## src/rtl/spi_arbiter.sv

```systemverilog
// Round-robin arbiter sharing one spi_master among NREQ requesters.
// Optional WAIT watchdog is enabled by defining SPI_ARB_TIMEOUT_EN.
module spi_arbiter #(
  parameter int unsigned NREQ        = 4,
  parameter int unsigned TIMEOUT_CYC = 4096
) (
  input  logic              clk,
  input  logic              rst_n,
  input  logic [NREQ-1:0]   req,
  input  logic [8*NREQ-1:0] req_data,
  output logic [NREQ-1:0]   grant,
  output logic [NREQ-1:0]   req_done,
  output logic              spi_start,
  output logic [7:0]        spi_data,
  input  logic              spi_done,
  output logic              busy,
  output logic              timeout_err
);

  localparam int unsigned IdxW = $clog2(NREQ);

  typedef enum logic [1:0] {StIdle, StGrant, StWait, StRelease} state_e;

  state_e            state_q, state_d;
  logic [NREQ-1:0]   grant_q, grant_d;
  logic [7:0]        spi_data_q, spi_data_d;
  logic [IdxW-1:0]   last_q, last_d;
  logic [IdxW-1:0]   win_idx;
  logic              timeout;
  int unsigned       cand;

  // Scan downward so the last hit is the first set bit above last_q (mod NREQ).
  always_comb begin
    win_idx = last_q;
    cand    = 0;
    for (int unsigned i = NREQ; i >= 1; i--) begin
      cand = (32'(last_q) + i) % NREQ;
      if (req[cand[IdxW-1:0]]) win_idx = cand[IdxW-1:0];
    end
  end

`ifdef SPI_ARB_TIMEOUT_EN
  localparam int unsigned CntW = $clog2(TIMEOUT_CYC + 1);

  logic [CntW-1:0] cnt_q, cnt_d;

  always_comb begin
    cnt_d = cnt_q;
    if (state_q == StGrant) begin
      cnt_d = '0;
    end else if (state_q == StWait) begin
      cnt_d = cnt_q + 1'b1;
    end
  end

  always_ff @(posedge clk or negedge rst_n) begin
    if (!rst_n) begin
      cnt_q <= '0;
    end else begin
      cnt_q <= cnt_d;
    end
  end

  assign timeout     = (state_q == StWait) && (cnt_q == CntW'(TIMEOUT_CYC));
  // A done arriving together with the timeout completes normally.
  assign timeout_err = timeout && !spi_done;
`else
  assign timeout     = 1'b0;
  assign timeout_err = 1'b0;
`endif

  always_comb begin
    state_d    = state_q;
    grant_d    = grant_q;
    spi_data_d = spi_data_q;
    last_d     = last_q;
    unique case (state_q)
      StIdle: begin
        if (|req) begin
          state_d          = StGrant;
          grant_d          = '0;
          grant_d[win_idx] = 1'b1;
          spi_data_d       = req_data[{win_idx, 3'b000} +: 8];
          last_d           = win_idx;
        end
      end
      StGrant: state_d = StWait;
      StWait: begin
        if (spi_done || timeout) state_d = StRelease;
      end
      StRelease: begin
        state_d = StIdle;
        grant_d = '0;
      end
      default: state_d = StIdle;
    endcase
  end

  always_ff @(posedge clk or negedge rst_n) begin
    if (!rst_n) begin
      state_q    <= StIdle;
      grant_q    <= '0;
      spi_data_q <= 8'h00;
      last_q     <= IdxW'(NREQ - 1);
    end else begin
      state_q    <= state_d;
      grant_q    <= grant_d;
      spi_data_q <= spi_data_d;
      last_q     <= last_d;
    end
  end

  assign grant     = grant_q;
  assign spi_data  = spi_data_q;
  assign spi_start = (state_q == StGrant);
  assign req_done  = (state_q == StRelease) ? grant_q : '0;
  assign busy      = (state_q != StIdle);

endmodule
```

## config.mk

```make
export PLATFORM = sky130hd
export DESIGN_NAME = spi_arbiter
export DESIGN_NICKNAME = d
export VERILOG_FILES = /design/src/rtl/spi_arbiter.sv
export SDC_FILE = /design/constraint.sdc
export NUM_CORES = 1
export LEC_CHECK = 0
export CAP_MARGIN = 15
export CORE_MARGIN = 10
export CORE_UTILIZATION = 39
export CTS_CLUSTER_SIZE = 40
export DETAILED_ROUTE_END_ITERATION = 10
export PLACE_DENSITY = 0.91
export SYNTH_ARGS = -nofsm -noshare
export SYNTH_HDL_FRONTEND = slang
export SYNTH_SLANG_ARGS = --single-unit
```

## constraint.sdc

```tcl
create_clock -name clk -period 2.1 [get_ports clk]
set_input_delay 0.42 -clock clk [delete_from_list [all_inputs] [get_ports clk]]
set_output_delay 0.42 -clock clk [all_outputs]
set_load 0.01 [all_outputs]
```

==> results of run 1 <==
## placed cells by master (no fill, tap or decap), types with 3 or more instances in the layout
cell	count
nor2_1	8
a221oi_1	7
clkbuf_4	3
a22oi_1	3
a21oi_1	3
and2_1	6
inv_1	7
mux2i_1	16
clkdlybuf4s50_1	55
nand2_1	3
buf_4	9
o21ai_0	3
dfrtp_1	14
## where the power goes
part | switching, mW | leakage [nW] | internal [mW] | total, mW
clock network | 0.0981 | 0.0210 | 0.106 | 0.204
registers | 0.119 | 0.186 | 0.471 | 0.590
logic | 0.656 | 0.549 | 0.760 | 1.42
total | 0.873 | 0.756 | 1.34 | 2.21
## metal layers
metal	share of wire	vias to the layer above	wire length, µm	global-route usage
met5	0	-	0	0
met4	0.015	0	51	0.0443
met3	0.083	7	285	0.0463
met2	0.54	46	1830	0.228
met1	0.37	489	1250	0.130
li1	-	498	-	-
## logic make-up after synthesis
| group | Yosys count | synth area share |
|---|---|---|
| AOI/OAI and AO/OA | 25 | 0.205 |
| adders and majority gates | 4 | 0.0455 |
| muxes | 17 | 0.156 |
| buffers and inverters | 14 | 0.0774 |
| DFF | 16 | 0.366 |
| other | 1 | 0.00341 |
| and+or+nand+nor | 25 | 0.147 |
## path summary, 6_finish.rpt
check | cells past startpoint | end | slack (ns)
max | 3 | req_done[3] | 0.07
min | 1 | spi_data[3] | 0.54
max reg2reg | 7 | grant[1] | 0.26
min reg2reg | 2 | grant[2] | 0.55
max in group asynchronous | 1 | spi_data[0] | 1.12
min in group clk | 2 | grant[2] | 0.55
## critical path: cells and delay by family (launching register included)
| family | cells | cell delay [ns] |
|---|---|---|
| flip-flops | 1 | 0.43 |
| adder cells (fa/ha/maj) | 1 | 0.22 |
| buffers and inverters | 1 | 0.54 |
| AND/OR/NAND/NOR | 1 | 0.14 |
## layout make-up
class                   instances  area [µm²]
repair buffers                 66         651
clock buffers                   4        36.3
inverters                       8        30.0
multi-input cells              72         627
well taps                      31        38.8
fillers                       218         948
flip-flops and latches         16         403
## through the flow
step	hold WS [ns]	instance area, µm²	util	instances
6_report	0.537	1790	0.653	197
2_1_floorplan	0.124	1100	-	102
5_1_grt	0.586	1790	0.653	197
3_5_place_dp	0.539	1720	0.631	192
3_3_place_gp	0.528	1720	0.631	192
4_1_cts	0.557	1770	0.648	197
## registers in the layout, indices dropped and copies added (netlist names)
register	cells
grant	4
last_q	2
state_q	2
spi_data	8
## what timing repair did
item	4_1_cts	5_1_grt
endpoints found under the setup margin	5	5
buffers inserted	1	0
gates resized for setup	1	3
cloned	0	0
==> results.sh, run 1 <==
export IMPL_cts_hold_buf=0
export IMPL_rr_startpoint="state_q[1]"
export IMPL_io_pins=58
export IMPL_p_leak_nw=0.756
export IMPL_slew_headroom=0.536
export IMPL_gp_congestion=0.742
export IMPL_period_minus_slack_ns=2.03
export IMPL_io_buffers=56
export IMPL_synth_edf_count=0
export IMPL_slowest_delay_ns=0.54
export IMPL_synth_area_leader_cell="dfrtp_1"
export IMPL_htreeDepth=1
export IMPL_ant_nets=0
export IMPL_grt_usage=0.127
export IMPL_post_dp_hpwl_um=2820
export IMPL_antenna_found_initial=0
export IMPL_clk_pin_slew_ns=0.10
export IMPL_setup_viol=0
export IMPL_grt_setup_unrepaired="false"
export IMPL_via_per_inst=5.28
export IMPL_ctsLongestPathBuffers=2
export IMPL_syn_area_um2=1100
export IMPL_root_buffer="clkbuf_4"
export IMPL_start_kind="register"
export IMPL_postSynthCellCount=102
export IMPL_die_y_um=73.1
export IMPL_cts_buffers_inserted=3
export IMPL_synth_top_area_frac=0.319
export IMPL_final_setup_skew_ns=0.00994
export IMPL_slew_violations=0
export IMPL_ys_ff_latch=16
export IMPL_grt_overflow_total=0
export IMPL_grt_pass1_wl_um=5460
export IMPL_dp_slack_ns=-0.0150
export IMPL_drt_first_pass_iters=4
export IMPL_core_area_um2=2730
export IMPL_synthArstFlopShare=1.00
export IMPL_area_delta_synth_final_pct=62.3
export IMPL_critPathSlowestCell="clkdlybuf4s50_1"
export IMPL_clock_fmax_ghz=0.492
export IMPL_endpoint_kind="output pin"
export IMPL_worstSetupPathType="reg2out"
export IMPL_tightest_slew_ns=0.694
export IMPL_synth_area_leaders="dfrtp_1 32%, mux2i_1 15%, a221oi_1 5.6%"
export IMPL_clk_latency_ns=0.29
export IMPL_yosysSeqAreaShare=0.366
export IMPL_setup_ws_ns=0.0675
export IMPL_ir_worst_vdd_mv=0.877
export IMPL_detail_route_wl_per_cell_um=17.4
export IMPL_synth_flop_cell="dfrtp_1"
export IMPL_synth_area_per_cell_um2=10.8
export IMPL_yosysMostFrequentCell="mux2i_1"
export IMPL_die_x_um=73.1
export IMPL_crit_path_max_fanout=10
export IMPL_synth_nets=145
export IMPL_wl_um=3420
export IMPL_crit_chain="ha_4, and2_1, clkdlybuf4s50_1"
export IMPL_finalCritPeriodShare=0.968
export IMPL_clock_sinks=16
export IMPL_layout_drive_gt1_share=0.175
export IMPL_first_global_vias=1133
export IMPL_vias=1040
export IMPL_ys_warn_count=0
export IMPL_cp_required_ns=1.68
export IMPL_arrival_ns=1.61
export IMPL_drcViolationCount=0
export IMPL_fin_setup_tns_ns=0
export IMPL_dieArea_um2=5340
export IMPL_cts_tree="built"
export IMPL_outcome="finished clean"
export IMPL_floorplan_initialDensity=0.402
export IMPL_nets=210
export IMPL_timing_final_hold_violations=0
export IMPL_power_mw=2.21
export IMPL_hp_class="in2async"
export IMPL_num_rows=19
export IMPL_grt_max_degree=18
export IMPL_synthTopCellsByCount="16 x mux2i_1, 14 x dfrtp_1, 8 x nor2_1"
export IMPL_n_antenna_cell=0
export IMPL_crit_path_start="state_q[0]"
export IMPL_power_density_nw_per_um2=1240
export IMPL_synth_cell_type_count=36
export IMPL_cap_violations=0
export IMPL_drtIter0Drc=38
(Power assumes the default switching activity.)
==> inputs of run 2 (changes only) <==
Settings changed: SETUP_SLACK_MARGIN from default to 0.5.
==> results.sh, run 2 (synthesis results as in run 1) <==
export IMPL_outcome="finished clean"
export IMPL_seqCellArea_um2=403
export IMPL_postPlaceCellArea_um2=1720
export IMPL_clock_sinks=16
export IMPL_whs_ns=0.541
export IMPL_clk_pin_slew_ns=0.11
export IMPL_nets=219
export IMPL_io_pins=58
export IMPL_power_density_nw_per_um2=1300
export IMPL_drcViolationCount=0
export IMPL_area_delta_synth_final_pct=77.5
export IMPL_dieArea_um2=5340
export IMPL_num_rows=19
export IMPL_die_x_um=73.1
export IMPL_finalCritPeriodShare=0.834
export IMPL_final_common_cell="clkdlybuf4s50_1"
export IMPL_n_antenna_cell=0
export IMPL_start_kind="register"
export IMPL_r2r_setup_slack_ns=0.35
export IMPL_ctsLongestPathBuffers=2
export IMPL_first_global_vias=1223
export IMPL_final_area_um2=1950
export IMPL_htreeDepth=1
export IMPL_rr_startpoint="last_q[0]"
export IMPL_p_leak_nw=0.874
export IMPL_clk_latency_ns=0.31
export IMPL_multiInputGateArea_um2=717
export IMPL_crit_path_max_fanout=21
export IMPL_floorplan_initialDensity=0.402
export IMPL_die_y_um=73.1
export IMPL_largest_reg_flops=8
export IMPL_period_minus_slack_ns=1.75
export IMPL_hp_class="in2async"
export IMPL_worstSetupPathType="reg2reg"
export IMPL_wl_um=4080
export IMPL_clock_fmax_ghz=0.571
export IMPL_io_buffers=56
export IMPL_slew_headroom=0.502
export IMPL_core_area_um2=2730
export IMPL_detail_route_wl_per_cell_um=19.8
export IMPL_critPathSlowestCell="dfstp_2"
export IMPL_power_mw=2.54
export IMPL_ant_nets=0
export IMPL_mostFrequentLayoutCells="34 x clkdlybuf4s50_1, 16 x mux2i_1, 15 x dlygate4sd2_1"
export IMPL_grt_usage=0.145
export IMPL_root_buffer="clkbuf_4"
export IMPL_vias=1116
export IMPL_post_dp_hpwl_um=2870
export IMPL_via_per_inst=5.42
export IMPL_gp_congestion=0.874
export IMPL_cts_hold_buf=0
export IMPL_slew_violations=0
export IMPL_grt_pass1_wl_um=6110
export IMPL_layout_drive_gt1_share=0.349
export IMPL_slowest_delay_ns=0.55
export IMPL_dp_cells=191
export IMPL_cts_tree="built"
export IMPL_endpoint_kind="register"
export IMPL_crit_path_start="last_q[0]"
export IMPL_cp_required_ns=2.32
export IMPL_timing_final_hold_violations=0
export IMPL_final_setup_skew_ns=0.00905
export IMPL_tightest_slew_ns=0.745
export IMPL_grt_overflow_total=0
export IMPL_drt_first_pass_iters=4
export IMPL_cap_violations=0
export IMPL_antenna_found_initial=0
export IMPL_crit_chain="or2b_4, o211ai_2, o211ai_4, buf_12, mux2i_1, a221oi_2"
export IMPL_fin_setup_tns_ns=0
export IMPL_setup_viol=0
export IMPL_ir_worst_vdd_mv=1.12
export IMPL_arrival_ns=1.97
export IMPL_grt_setup_unrepaired="true"
export IMPL_final_cells=206
export IMPL_worstRegToRegCells=6
export IMPL_drtIter0Drc=44
export IMPL_cts_buffers_inserted=3
export IMPL_grt_max_degree=22
export IMPL_num_fill_cells=191
export IMPL_r2r_end="spi_data[5]"
run 2: cell types whose count changed in the layout (fill, tap and decap cells not counted), moves of 3 or more:
cell | before | now
buf_6 | 0 | 14
inv_1 | 7 | 4
and2_1 | 6 | 0
clkdlybuf4s50_1 | 55 | 34
and2_4 | 0 | 5
a221oi_1 | 7 | 2
dlygate4sd2_1 | 0 | 15
a221oi_2 | 1 | 6
run 2: worst max-delay path, delay by kind of cell, from the launching register on:
kind / cells / cell delay, ns
AO/OA/AOI/OAI: 3 / 0.48
buffers and inverters: 1 / 0.18
flip-flops: 1 / 0.55
multiplexers: 1 / 0.16
AND/OR/NAND/NOR: 1 / 0.29
run 2: per-layer routing:
| layer | GRT usage | routed length [µm] |
|---|---|---|
| met1 | 0.138 | 1330 |
| met2 | 0.274 | 2310 |
| met3 | 0.0395 | 304 |
| met4 | 0.0696 | 134 |
| met5 | 0 | 0 |
run 2: worst max path at each step:
stage,cells after the start,end,slack (ns)
after floorplan,6,spi_data[1],0.49
final,6,spi_data[5],0.35
after global placement,6,grant[2],-0.03
after CTS,6,spi_data[5],0.34
after global routing,6,spi_data[5],0.28
after detailed placement,5,spi_data[4],-0.15
run 2: area by class of cell:
class	count	share of cell area
timing repair buffer	75	0.376
multi-input combinational	72	0.367
sequential	16	0.206
tap	31	0.0199
inverter	8	0.0167
clock buffer	4	0.0135
run 2: per-stage QoR:
stage | utilization | worst slack (ns)
6_report | 0.714 | 0.349
5_1_grt | 0.714 | 0.278
4_1_cts | 0.664 | 0.341
3_5_place_dp | 0.628 | -0.148
3_3_place_gp | 0.628 | -0.0254
2_1_floorplan | - | 0.487
run 2: where the power goes:
group          internal (mW)  switching (mW)
combinational          0.936           0.823
sequential             0.470           0.120
clock                 0.0742           0.112
run 2: what timing repair did:
item                                    in CTS  in global routing
resized for setup                           52                 30
gates cloned                                 1                  0
setup buffers                                8                  2
endpoints found under the setup margin      34                 22
pin swaps                                    9                  6
